## config.mk

```make
export PLATFORM = sky130hd
export DESIGN_NAME = bcd_display_counter
export DESIGN_NICKNAME = d
export VERILOG_FILES = /design/src/rtl/bcd_display_counter.sv
export SDC_FILE = /design/constraint.sdc
export NUM_CORES = 1
export LEC_CHECK = 0
export ABC_AREA = 1
export CAP_MARGIN = 20
export CORE_MARGIN = 2
export CORE_UTILIZATION = 25
export DETAILED_ROUTE_END_ITERATION = 10
export SLEW_MARGIN = 40
export SYNTH_ARGS = -nofsm -noshare
export SYNTH_HDL_FRONTEND = slang
export SYNTH_SLANG_ARGS = --single-unit
```

## constraint.sdc

```tcl
create_clock -name clk -period 2.9 [get_ports clk]
set_input_delay 0.435 -clock clk [delete_from_list [all_inputs] [get_ports clk]]
set_output_delay 0.435 -clock clk [all_outputs]
set_load 0.1 [all_outputs]
```

## src/rtl/bcd_display_counter.sv

```systemverilog
// Up/down counter with preload and wrap pulse, followed by an
// iterative double-dabble converter feeding the 7-segment path.
module bcd_display_counter #(
  parameter int WIDTH  = 8,
  parameter int DIGITS = 3
) (
  input  logic                clk,
  input  logic                rst,
  input  logic                en,
  input  logic                ld,
  input  logic                up,
  input  logic [WIDTH-1:0]    v,
  output logic [WIDTH-1:0]    count,
  output logic                ovf,
  output logic [4*DIGITS-1:0] bcd,
  output logic                bcd_valid,
  output logic                busy
);

  localparam int BW = 4 * DIGITS;
  localparam int IW = $clog2(WIDTH + 1);
  localparam logic [IW-1:0] LAST = IW'(WIDTH - 1);
  localparam longint unsigned MAXV = (64'd1 << WIDTH) - 64'd1;
  localparam longint unsigned DECV = 64'd10 ** DIGITS;

  if (DECV <= MAXV) begin : g_bad_digits
    $error("DIGITS too small to hold 2**WIDTH-1");
  end

  typedef enum logic [1:0] {
    IDLE,
    SHIFT,
    DONE
  } state_t;

  state_t          r_state;
  logic [WIDTH-1:0] r_count;
  logic             r_ovf;
  logic [WIDTH-1:0] r_snap;
  logic [WIDTH-1:0] r_shift;
  logic [WIDTH-1:0] r_last;
  logic [BW-1:0]    r_scr;
  logic [BW-1:0]    r_bcd;
  logic [IW-1:0]    r_iter;
  logic             r_valid;
  logic             r_busy;
  logic [BW-1:0]    w_adj;

  always_ff @(posedge clk) begin
    if (!rst) begin
      r_count <= '0;
      r_ovf   <= 1'b0;
    end else if (ld) begin
      r_count <= v;
      r_ovf   <= 1'b0;
    end else if (en && up) begin
      r_count <= r_count + WIDTH'(1);
      r_ovf   <= (r_count == '1);
    end else if (en) begin
      r_count <= r_count - WIDTH'(1);
      r_ovf   <= (r_count == '0);
    end else begin
      r_ovf   <= 1'b0;
    end
  end

  // add-3 correction applied to every digit before each shift
  always_comb begin
    w_adj = r_scr;
    for (int d = 0; d < DIGITS; d++) begin
      if (r_scr[4*d +: 4] >= 4'd5)
        w_adj[4*d +: 4] = r_scr[4*d +: 4] + 4'd3;
    end
  end

  always_ff @(posedge clk) begin
    if (!rst) begin
      r_state <= IDLE;
      r_snap  <= '0;
      r_shift <= '0;
      r_last  <= '0;
      r_scr   <= '0;
      r_bcd   <= '0;
      r_iter  <= '0;
      r_valid <= 1'b0;
      r_busy  <= 1'b0;
    end else begin
      r_valid <= 1'b0;
      unique case (r_state)
        IDLE: begin
          if (r_count != r_last) begin
            r_snap  <= r_count;
            r_shift <= r_count;
            r_scr   <= '0;
            r_iter  <= '0;
            r_busy  <= 1'b1;
            r_state <= SHIFT;
          end else begin
            r_busy  <= 1'b0;
          end
        end
        SHIFT: begin
          r_scr   <= {w_adj[BW-2:0], r_shift[WIDTH-1]};
          r_shift <= {r_shift[WIDTH-2:0], 1'b0};
          r_iter  <= r_iter + IW'(1);
          if (r_iter == LAST)
            r_state <= DONE;
        end
        DONE: begin
          r_bcd   <= r_scr;
          r_valid <= 1'b1;
          r_last  <= r_snap;
          r_busy  <= 1'b0;
          r_state <= IDLE;
        end
        default: begin
          r_busy  <= 1'b0;
          r_state <= IDLE;
        end
      endcase
    end
  end

  assign count     = r_count;
  assign ovf       = r_ovf;
  assign bcd       = r_bcd;
  assign bcd_valid = r_valid;
  assign busy      = r_busy;

endmodule

```

==> results of run 1 <==
-- registers in the layout (all words and copies together), names as in the netlist --
name,flops
ovf,1
count,8
r_scr,12
busy,1
bcd_valid,1
r_state,2
r_shift,8
r_snap,8
r_iter,4
r_last,8
bcd,12
-- tightest hold or removal path, delay by kind of cell (launching register included) --
family	cells	cell delay, ns
flops	1	0.31
compound gates	1	0.05
simple gates	1	0.06
-- through the flow --
| stage | worst slack, ns | std cells |
|---|---|---|
| final | 0.7296 | 631 |
| after global routing | 0.5194 | 631 |
| after CTS | 0.7389 | 631 |
| after detailed placement | 0.3988 | 615 |
| after global placement | 0.4519 | 615 |
| after floorplan | 0.7022 | 421 |
-- power groups by stage --
stage / combinational, mW / sequential [mW] / clock (mW)
after floorplan: 0.298 / 1.06 / 0
after global placement: 0.434 / 0.987 / 0
after detailed placement: 0.440 / 0.988 / 0
after CTS: 0.442 / 0.969 / 1.08
after global routing: 0.481 / 0.974 / 1.12
final: 0.440 / 0.969 / 1.05
-- how the worst max path moves through the flow --
stage | startpoint | endpoint | slack (ns) | cells past startpoint
5_1_grt | r_state[0] | bcd[2] | 0.52 | 5
2_1_floorplan | count[3] | count[6] | 0.70 | 7
6_report | en | count[6] | 0.73 | 9
3_5_place_dp | en | count[6] | 0.40 | 9
3_3_place_gp | en | count[6] | 0.45 | 9
4_1_cts | en | count[6] | 0.74 | 9
-- cell families (layout without fill, tap and decap cells) --
logic type / count (synthesis) / in the layout / synth area share [%]
AND/OR/NAND/NOR: 169 / 169 / 26.88
AO/OA/AOI/OAI: 110 / 110 / 19.10
flip-flops: 65 / 65 / 38.19
buffers and inverters: 54 / 88 / 7.822
XOR/XNOR: 8 / 8 / 2.277
adder cells (fa/ha/maj): 15 / 15 / 5.729
-- layer usage --
metal | track usage [%] | routed length (um) | vias to the layer above
met3 | 3.632 | 300 | 12
met4 | 4.578 | 133 | 0
met1 | 13.45 | 3715 | 1359
li1 | - | - | 1493
met2 | 19.17 | 3744 | 44
met5 | 0 | 0 | -
-- final cells by class --
cell class / instances / area (um^2)
Inverter: 34 / 127.6
Clock inverter: 2 / 10.01
Fill cell: 1394 / 9198
Timing Repair Buffer: 38 / 315.3
Clock buffer: 14 / 284.0
Sequential cell: 65 / 1301
Tap cell: 176 / 220.2
Multi-Input combinational cell: 302 / 1839
-- synthesized netlist by cell type (all sizes together) (5+ instances only) --
library cell	count
nand4	6
nand2	75
or2	5
dfxtp	65
xnor2	5
a21oi	61
buf	9
clkbuf	11
o21ai	40
a22oi	5
inv	34
nor2	26
ha	14
nand3	49
==> impl_metrics.py, run 1 <==
metrics = {
    "hold_path": {
        "holdPathStages": 2,
        "hp-class": "register to register",
        "min_from": "r_snap[0]",
        "hold_end": "r_snap[0]",
    },
    "route": {
        "wirelength_mm": 7.894,
        "first_pass_iters": 4,
        "viasPerCell": 4.609,
        "drt-initial-drc-count": 196,
        "antenna_left": 0,
        "vias": 2908,
        "drcViolationCount": 0,
        "wl_per_cell_um": 12.51,
    },
    "sta": {
        "timing.fmax_ghz": 0.4607,
        "rsz0062_at_grt": "false",
        "period_minus_slack_ns": 2.170,
        "tightestPinTransition_ns": 0.7169,
        "totalNegativeSetupSlack_ns": 0,
        "setup_violations": 0,
        "slew_headroom_pct": 52.14,
        "whs_ns": 0.4616,
        "finClkSkew_ns": 0.004675,
        "finalHoldViolations": 0,
        "fin_crit_sh_pct": 74.84,
        "drv_slew": 0,
    },
    "power": {
        "combPwrFrac_pct": 17.9,
        "peakVddDrop_v": 0.0002632,
        "power.net_switching_uw": 735.6,
        "p_sw_share_pct": 29.90,
        "pwr-share-clk_pct": 42.7,
        "seqPwrFrac_pct": 39.4,
        "power.total_mw": 2.461,
        "p_int_mw": 1.725,
        "powerDensity_nw_per_um2": 600.5,
        "p_leak_nw": 1.488,
    },
    "logic_synthesis": {
        "yosysSeqAreaShare_pct": 38.19,
        "synth_ff_type": "dfxtp_1",
        "synthArstFlopShare_pct": 0,
        "ys_seq_elements": 65,
        "yosysTopAreaCell": "dfxtp_1",
        "synth.cell_area_um2": 3407,
        "synth_nets": 449,
        "postSynthCellCount": 421,
        "synth_area_leaders": "dfxtp_1, nand2_1, a21oi_1, nand3_2, o21ai_0",
        "synth-warning-count": 0,
        "synth.distinct_cells": 35,
        "synth_edf_count": 0,
        "syn_avg_cell_area_um2": 8.093,
        "synthDominantCellAreaShare_pct": 38.19,
    },
    "grt": {
        "grt_pass1_vias": 2862,
        "grt_max_degree": 39,
        "grt_overflow": 0,
        "grt_use_total_pct": 11.41,
        "antenna_found_initial": 0,
        "grt_pass1_wl_mm": 13.38,
    },
    "clock_tree": {
        "clk_latency_ns": 0.33,
        "cts_setup_buffers": 0,
        "path_clk_slew_ns": 0.05,
        "clockBufferDepth": 2,
        "cts.sinks": 65,
        "cts-resized-gates": 0,
        "cts_tree": "built",
        "cts_buffers": 9,
        "htreeDepth": 3,
        "hold_buffers": 0,
        "cts-root-buf": "clkbuf_16",
    },
    "final_layout": {
        "fin_nets": 478,
        "drive_gt1_share_pct": 23.08,
        "post-route-util_pct": 30.82,
        "layout_commonest_cell": "dfxtp_1",
        "final_cell_mix": "dfxtp_1, nand2_1, o21ai_0, a21oi_1, inv_1",
        "n_antenna_cell": 0,
        "syn_to_final_growth_pct": 20.27,
        "finalInstanceArea_um2": 4098,
    },
    "setup_path": {
        "critical_path.cell_chain": "clkdlybuf4s50_1, nand2_1, ha_1, or2_2, nand4_1, nand2_1, nand2_1, nand3_1, a21oi_1",
        "crit_buf_inv": 1,
        "critPathSlowestCell": "clkdlybuf4s50_1",
        "cp_max_fo": 11,
        "regToRegStartpoint": "r_state[0]",
        "r2r_end": "bcd[5]",
        "critPathKind": "input pin to register",
        "rr_worst_depth": 5,
        "crit_family": "simple AND/OR/NAND/NOR gates",
        "arrival_ns": 2.43,
        "max_stage_delay_ns": 0.51,
        "cp-start-kind": "input pin",
        "regToRegSetupSlack_ns": 0.86,
        "cp_common_cell": "nand2_1",
        "cp.required_ns": 3.16,
        "end_kind": "register",
    },
    "floorplanning": {
        "coreArea_um2": 13300,
        "initial_core_util_pct": 25.63,
        "die_y_um": 120.7,
        "num_rows": 42,
        "fp.dieW_um": 120.7,
        "dieArea_um2": 14580,
        "io_pins": 36,
    },
    "placement": {
        "gp_congestion": 0.8106,
        "dp_hpwl_mm": 5.321,
        "post_dp_cell_area_um2": 3804,
        "portBuffers": 35,
    },
    "job": {
        "max_cap_violations": 0,
    },
    "status": {
        "status": "complete, no violations",
    },
}
Note: power is estimated with default switching activity, not from simulation.
==> run 2: changes to the inputs <==
clock period = 2.1 ns   (was 2.9 ns; I/O delays follow)
==> run 2 against run 1 <==
Against the previous run:
- critical path depth rose by 2
- critical endpoint unchanged
- first-iteration DRC count did not move
- utilization rose by 1.1 points
==> impl_metrics.py, run 2 (synthesis gave the netlist of run 1 again) <==
metrics = {
    "status": {
        "status": "complete, no violations",
    },
    "sta": {
        "drv_slew": 0,
        "totalNegativeSetupSlack_ns": 0,
        "tightestPinTransition_ns": 0.6851,
        "period_minus_slack_ns": 1.869,
        "setup_violations": 0,
        "rsz0062_at_grt": "false",
        "timing.fmax_ghz": 0.5351,
        "finalHoldViolations": 0,
        "fin_crit_sh_pct": 89.00,
        "slew_headroom_pct": 54.26,
        "whs_ns": 0.4630,
        "finClkSkew_ns": 0.005753,
    },
    "floorplanning": {
        "io_pins": 36,
        "die_y_um": 120.7,
        "initial_core_util_pct": 25.63,
        "dieArea_um2": 14580,
        "coreArea_um2": 13300,
        "num_rows": 42,
        "fp.dieW_um": 120.7,
    },
    "route": {
        "drcViolationCount": 0,
        "first_pass_iters": 4,
        "vias": 2926,
        "wl_per_cell_um": 12.76,
        "drt-initial-drc-count": 196,
        "wirelength_mm": 8.230,
        "viasPerCell": 4.536,
        "antenna_left": 0,
    },
    "job": {
        "max_cap_violations": 0,
    },
    "clock_tree": {
        "cts.sinks": 65,
        "cts-resized-gates": 0,
        "cts_buffers": 9,
        "path_clk_slew_ns": 0.05,
        "cts_tree": "built",
        "clockBufferDepth": 2,
        "hold_buffers": 0,
        "htreeDepth": 3,
        "cts_setup_buffers": 0,
        "clk_latency_ns": 0.33,
        "cts-root-buf": "clkbuf_16",
    },
    "placement": {
        "dp_hpwl_mm": 5.674,
        "portBuffers": 35,
        "gp_congestion": 0.7864,
    },
    "setup_path": {
        "cp-startpoint": "en",
        "cp_max_fo": 5,
        "critPathKind": "input pin to register",
        "end_kind": "register",
        "arrival_ns": 2.13,
        "regToRegStartpoint": "count[0]",
        "cp.required_ns": 2.36,
        "cp-start-kind": "input pin",
    },
    "final_layout": {
        "regArea_um2": 1306,
        "fin_nets": 492,
        "fillerInstances": 1391,
        "final_cell_mix": "nand2_1, dfxtp_1, o21ai_0, a21oi_1, buf_4",
        "syn_to_final_growth_pct": 24.68,
        "drive_gt1_share_pct": 26.44,
        "layout_commonest_cell": "nand2_1",
        "multi_input_area_um2": 1839,
        "n_antenna_cell": 0,
    },
    "power": {
        "power.total_mw": 3.465,
        "p_leak_nw": 1.565,
        "peakVddDrop_v": 0.0003209,
        "powerDensity_nw_per_um2": 815.8,
    },
    "grt": {
        "grt_overflow": 0,
        "grt_pass1_wl_mm": 13.67,
        "grt_use_total_pct": 11.90,
        "grt_pass1_vias": 2784,
        "antenna_found_initial": 0,
        "grt_max_degree": 39,
    },
    "hold_path": {
        "min_from": "r_snap[7]",
        "hp-class": "register to register",
    },
}
-- run 2: report_power, final --
part	internal [mW]	leakage [nW]	total, mW	switching [mW]
clock network	0.915	0.137	1.48	0.564
logic	0.204	0.898	0.656	0.452
registers	1.28	0.529	1.33	0.0489
total	2.40	1.56	3.47	1.06
-- run 2: routing by layer --
metal	wire [um]	part of all wire [%]	track usage, %	vias up
li1	-	-	-	1512
met1	3951	48	15.15	1367
met2	3908	47	19.39	42
met3	311	3.8	3.821	5
met4	59	0.72	3.125	0
met5	0	0	0	-
-- run 2: metrics by stage --
step	instance area [um^2]	setup WS (ns)	util, %	cells
after floorplan	3412	0.01713	-	421
after global placement	3951	-0.03577	29.72	629
after detailed placement	3951	-0.06542	29.72	629
after CTS	4248	0.2550	31.95	645
after global routing	4248	0.08493	31.95	645
final	4248	0.2311	31.95	645
-- run 2: cell type report --
type / count / area share [%]
inverter: 34 / 3.004
timing repair buffer: 52 / 10.78
clock buffer: 9 / 5.302
sequential: 65 / 30.75
tap: 176 / 5.184
multi-input combinational: 302 / 43.30
clock inverter: 7 / 1.679
-- run 2: worst paths after layout --
check             cells after the start  slack, ns          to
setup / recovery                     11       0.23    count[6]
hold / removal                        2       0.46   r_snap[7]
setup reg to reg                      8       0.36  r_shift[3]
hold reg to reg                       2       0.46   r_snap[7]
-- run 2: worst max-delay path, stage by stage --
cell	delay, ns
clkdlybuf4s50_1	0.48
nand2_1	0.14
buf_4	0.20
fa_1	0.40
nand2_1	0.10
nand2_1	0.10
nand4_1	0.11
nand2_1	0.06
nand2_1	0.06
nand3_1	0.06
a21oi_1	0.11
==> edit 1: new RTL, config.mk and constraints of run 1 <==
`WIDTH`: 8 -> 6.
--- a/src/rtl/bcd_display_counter.sv
+++ b/src/rtl/bcd_display_counter.sv
@@ -1,7 +1,7 @@
 // Up/down counter with preload and wrap pulse, followed by an
 // iterative double-dabble converter feeding the 7-segment path.
 module bcd_display_counter #(
-  parameter int WIDTH  = 8,
+  parameter int WIDTH  = 6,
   parameter int DIGITS = 3
 ) (
   input  logic                clk,
Ports: changed (resized count and v); port bits go from 36 to 32. The function was not compared with the original's and may differ.
==> edit 1 against run 1 <==
- cell area down 23%
- hold slack improved by 3.2 ps
- wire length is 27% lower
- setup slack better by 140 ps
- sequential cell count fell by 9
- global-route usage is 1.0 points lower
- clock skew is 4.9 ps higher
- area after synthesis shrank 23%
- total power fell by 30%
- clock power decreased by 44%
- critical path type unchanged
==> edit 1: results (changes against run 1) <==
Drt:
- The number of DRC markers after the initial detailed-route iteration is 106 (was 196).
- The routed length on met2 is 2.59 mm (was 3.74 mm).
- The number of vias in the routed layout is 2366 (was 2908).
- The average detailed-routed wire length per instance is 11.1 um (was 12.5 um).

Global routing:
- The pin count of the biggest net entering global routing was 33 (was 39).
- The overall global routing resource usage is 0.104 (was 0.114).

Place:
- The placed cell area is 3010 sq um (was 3800 sq um).
- The total placed cells including tap cells came to 512 (was 615).
- The final weighted congestion in routability-driven placement was 0.793 (was 0.811).
- The number of buffers inserted by port buffering came to 31 (was 35).
- The pre-CTS setup slack is 539 ps (was 399 ps).

Critical path:
- The capturing point of the worst reg2reg path is r_snap[0]$_SDFFE_PN0P_ (was bcd[5]$_SDFFE_PN0P_).
- The top fanout value on the critical path is 8 (was 11).
- The cell depth of the worst flop-to-flop path is 9 (was 5).
- The register-to-register setup slack was 1050 ps (was 860 ps).
- The worst path arrival time was 2210 ps (was 2430 ps).
- The startpoint of the most critical register-to-register path is count[4]$_SDFFE_PN0P_ (was r_state[0]$_SDFFE_PN0P_).

Clocking:
- The clock latency reported for the late side of the worst-skew pair is 300 ps (was 330 ps).
- The number of H-tree levels is 2 (was 3).
- The clock transition at the registers of the reported paths is 100 ps (was 50 ps).
- The number of buffers inserted during clock tree synthesis is 5 (was 9).

Pwr:
- The maximum ir drop on the vdd rail is 0.237 mV (was 0.263 mV).
- The power of the combinational group came to 0.000309 W (was 0.000440 W).
- The power drawn by the clock network came to 0.000583 W (was 0.00105 W).

Layout:
- The flip-flop and latch area is 1120 sq um (was 1300 sq um).
- The number of fillers in the final layout is 1128 (was 1394).
- The number of nets in the final layout is 407 (was 478).
- The fraction of layout instances using a drive strength above 1 is 0.107 (was 0.231).
- The non-filler instance count after layout is 519 (was 631).

Logic synthesis:
- The average cell area after synthesis was 7.37 sq um (was 8.09 sq um).

Timing:
- The post-route worst hold slack was 465 ps (was 462 ps).
- The final clock skew is 9.58 ps (was 4.68 ps).

Run status:
- Status: finished clean (unchanged).
## edit 1: changes by cell type in the layout (fill, tap and decap cells not counted), moves of 9 or more
cell       change
a21oi_1       +14
nor2_1        -11
nand3_1       +10
a21oi_2       -21
nand2_1       +10
dfxtp_1        -9
nand3_2       -20
clkbuf_16      -9
## edit 1: worst max-delay path by stage
| stage | depth (start not counted) | slack, ps | to | start |
|---|---|---|---|---|
| finish | 8 | 870 | count[3]$_SDFFE_PN0P_ | en |
| global route | 8 | 760 | count[3]$_SDFFE_PN0P_ | en |
| CTS | 8 | 870 | count[3]$_SDFFE_PN0P_ | en |
| detailed placement | 8 | 540 | count[3]$_SDFFE_PN0P_ | en |
| global placement | 8 | 550 | count[3]$_SDFFE_PN0P_ | en |
| floorplan | 6 | 760 | count[3]$_SDFFE_PN0P_ | count[2]$_SDFFE_PN0P_ |
## edit 1: layout make-up
| class | count | area share |
|---|---|---|
| clock buffers | 5 | 0.0219 |
| clock inverters | 2 | 0.0191 |
| well taps | 136 | 0.0542 |
| inverters | 36 | 0.0431 |
| flip-flops and latches | 56 | 0.357 |
| repair buffers | 34 | 0.0893 |
| multi-input cells | 250 | 0.415 |
## edit 1: cells by family (layout without fill, tap and decap cells)
logic type      count (synthesis)  after routing  synth area share
compound gates                 94             94             0.184
xor+xnor                        4              4            0.0133
fa+ha+maj                      13             13            0.0647
buf+inv                        51             77            0.0790
flops                          56             56             0.426
simple gates                  139            139             0.233
## edit 1: metal layers
layer / track usage / up-vias
met1: 0.139 / 1077
li1: - / 1238
met5: 0 / -
met2: 0.170 / 49
met3: 0.0233 / 2
met4: 0.0223 / 0
## edit 1: worst min-delay path, cell delays in order (launching register included)
cell	delay, ps
dfxtp_1	320
nand2_1	60
a21oi_1	50
==> edit 2: new RTL, settings of run 1 <==
Made on the original files. Re-encode `state_t` (3 states) as one-hot, 3 bits wide.
--- a/src/rtl/bcd_display_counter.sv
+++ b/src/rtl/bcd_display_counter.sv
@@ -27,10 +27,10 @@
     $error("DIGITS too small to hold 2**WIDTH-1");
   end
 
-  typedef enum logic [1:0] {
-    IDLE,
-    SHIFT,
-    DONE
+  typedef enum logic [2:0] {
+    IDLE  = 3'b001,
+    SHIFT = 3'b010,
+    DONE  = 3'b100
   } state_t;
 
   state_t          r_state;
Function: no difference found for any inputs over 10 cycles, from zero or initial values and one cycle with rst low; not proved beyond that.
==> edit 2 against run 1 <==
- sequential cell count increased by 1
- highest routed layer unchanged
- setup slack better by 46 ps
- core utilization rose by 0.36 points
- cell area increased by 1.6%
- total power up 13%
- sequential power rose by 5%
- wire length is 0.39% lower
- area after synthesis rose by 0.73%
==> edit 2: results (changes against run 1) <==
Run status:
- Status: finished clean (unchanged).

Place:
- The placed cell area came to 3860 sq um (was 3800 sq um).
- The pre-CTS setup slack is 455 ps (was 399 ps).
- The HPWL after detailed placement is 5.36 mm (was 5.32 mm).
- The final weighted congestion in routability-driven placement is 0.792 (was 0.811).

Pwr:
- The internal power contribution is 0.00185 W (was 0.00173 W).
- The leakage power summed over all cells is 1.62 nW (was 1.49 nW).

Critical path:
- The top fanout value on the critical path is 9 (was 11).
- The capturing point of the worst reg2reg path is r_iter[0]$_SDFFE_PN0P_ (was bcd[5]$_SDFFE_PN0P_).
- The worst path arrival time is 2380 ps (was 2430 ps).
- The cell depth of the worst flop-to-flop path is 11 (was 5).

Drt:
- The number of vias in the routed layout was 2952 (was 2908).
- The routed length on met2 came to 3.92 mm (was 3.74 mm).
- The number of DRC markers after the initial detailed-route iteration is 137 (was 196).
- The final routed wirelength across all metal layers is 7.86 mm (was 7.89 mm).
- The met3 wire length came to 218 um (was 300 um).
- The routed metal-1 wirelength came to 3.56 mm (was 3.72 mm).

Logic synthesis:
- Dominant cells by area after synthesis: dfxtp_1 38%, nand2_1 8.7%, a21oi_1 6.1%, nand3_2 5.5%, o21ai_0 5.5% (was dfxtp_1 38%, nand2_1 7.1%, a21oi_1 5.9%, nand3_2 5.9%, o21ai_0 5.9%).
- Leading cell types by count after synthesis: 80 x nand2_1, 66 x dfxtp_1, 42 x a21oi_1, 38 x o21ai_0, 36 x inv_1 (was 65 x dfxtp_1, 64 x nand2_1, 40 x a21oi_1, 40 x o21ai_0, 32 x inv_1).
- The post-synthesis compound-gate area fraction is 0.191 (about the same).
- The adder-cell share of the synthesized area came to 0.0569 (was 0.0573).
- The number of different library cells in the post-synthesis netlist is 34 (was 35).
- The net count of the mapped netlist is 470 (was 449).
- The average cell area after synthesis is 7.76 sq um (was 8.09 sq um).

Global routing:
- The global routing usage on met3 is 0.0301 (was 0.0363).
- The pin count of the biggest net entering global routing is 40 (was 39).
- The first-pass GRT wire length is 13.5 mm (was 13.4 mm).
- The overall global routing resource usage came to 0.113 (was 0.114).

Min path:
- The startpoint of the most critical hold path is r_snap[4]$_SDFFE_PN0P_ (was r_snap[0]$_SDFFE_PN0P_).

Timing:
- The post-route worst hold slack is 462 ps (about the same).
- The final clock skew came to 5.66 ps (was 4.68 ps).
- The post-route clock period utilization is 0.732 (was 0.748).
- The slew at the pin closest to its max-slew limit came to 679 ps (was 717 ps).

Layout:
- The fraction of layout instances using a drive strength above 1 came to 0.201 (was 0.231).
edit 2: cell count changes after synthesis, sizes merged, moves of 2 or more:
cell,change
nand2,+7
inv,+6
nor2,+6
buf,+4
clkbuf,-3
nand3,+3
nand4,-2
edit 2: layout make-up:
class,instances,area [sq um]
fillers,1401,9190
clock buffers,11,253
flip-flops and latches,66,1320
clock inverters,5,52.6
repair buffers,40,330
inverters,40,150
multi-input cells,315,1830
well taps,176,220
edit 2: power groups by stage:
| stage | sequential, W | clock (W) | combinational, W |
|---|---|---|---|
| final | 0.00102 | 0.00110 | 0.000649 |
| after global routing | 0.00103 | 0.00116 | 0.000710 |
| after CTS | 0.00102 | 0.00112 | 0.000650 |
| after detailed placement | 0.00104 | 0 | 0.000650 |
| after global placement | 0.00104 | 0 | 0.000637 |
| after floorplan | 0.00115 | 0 | 0.000457 |
edit 2: tightest hold or removal path: stages (launching register included):
cell and delay (ps):
dfxtp_1 300, nand2_1 60, a21oi_1 50
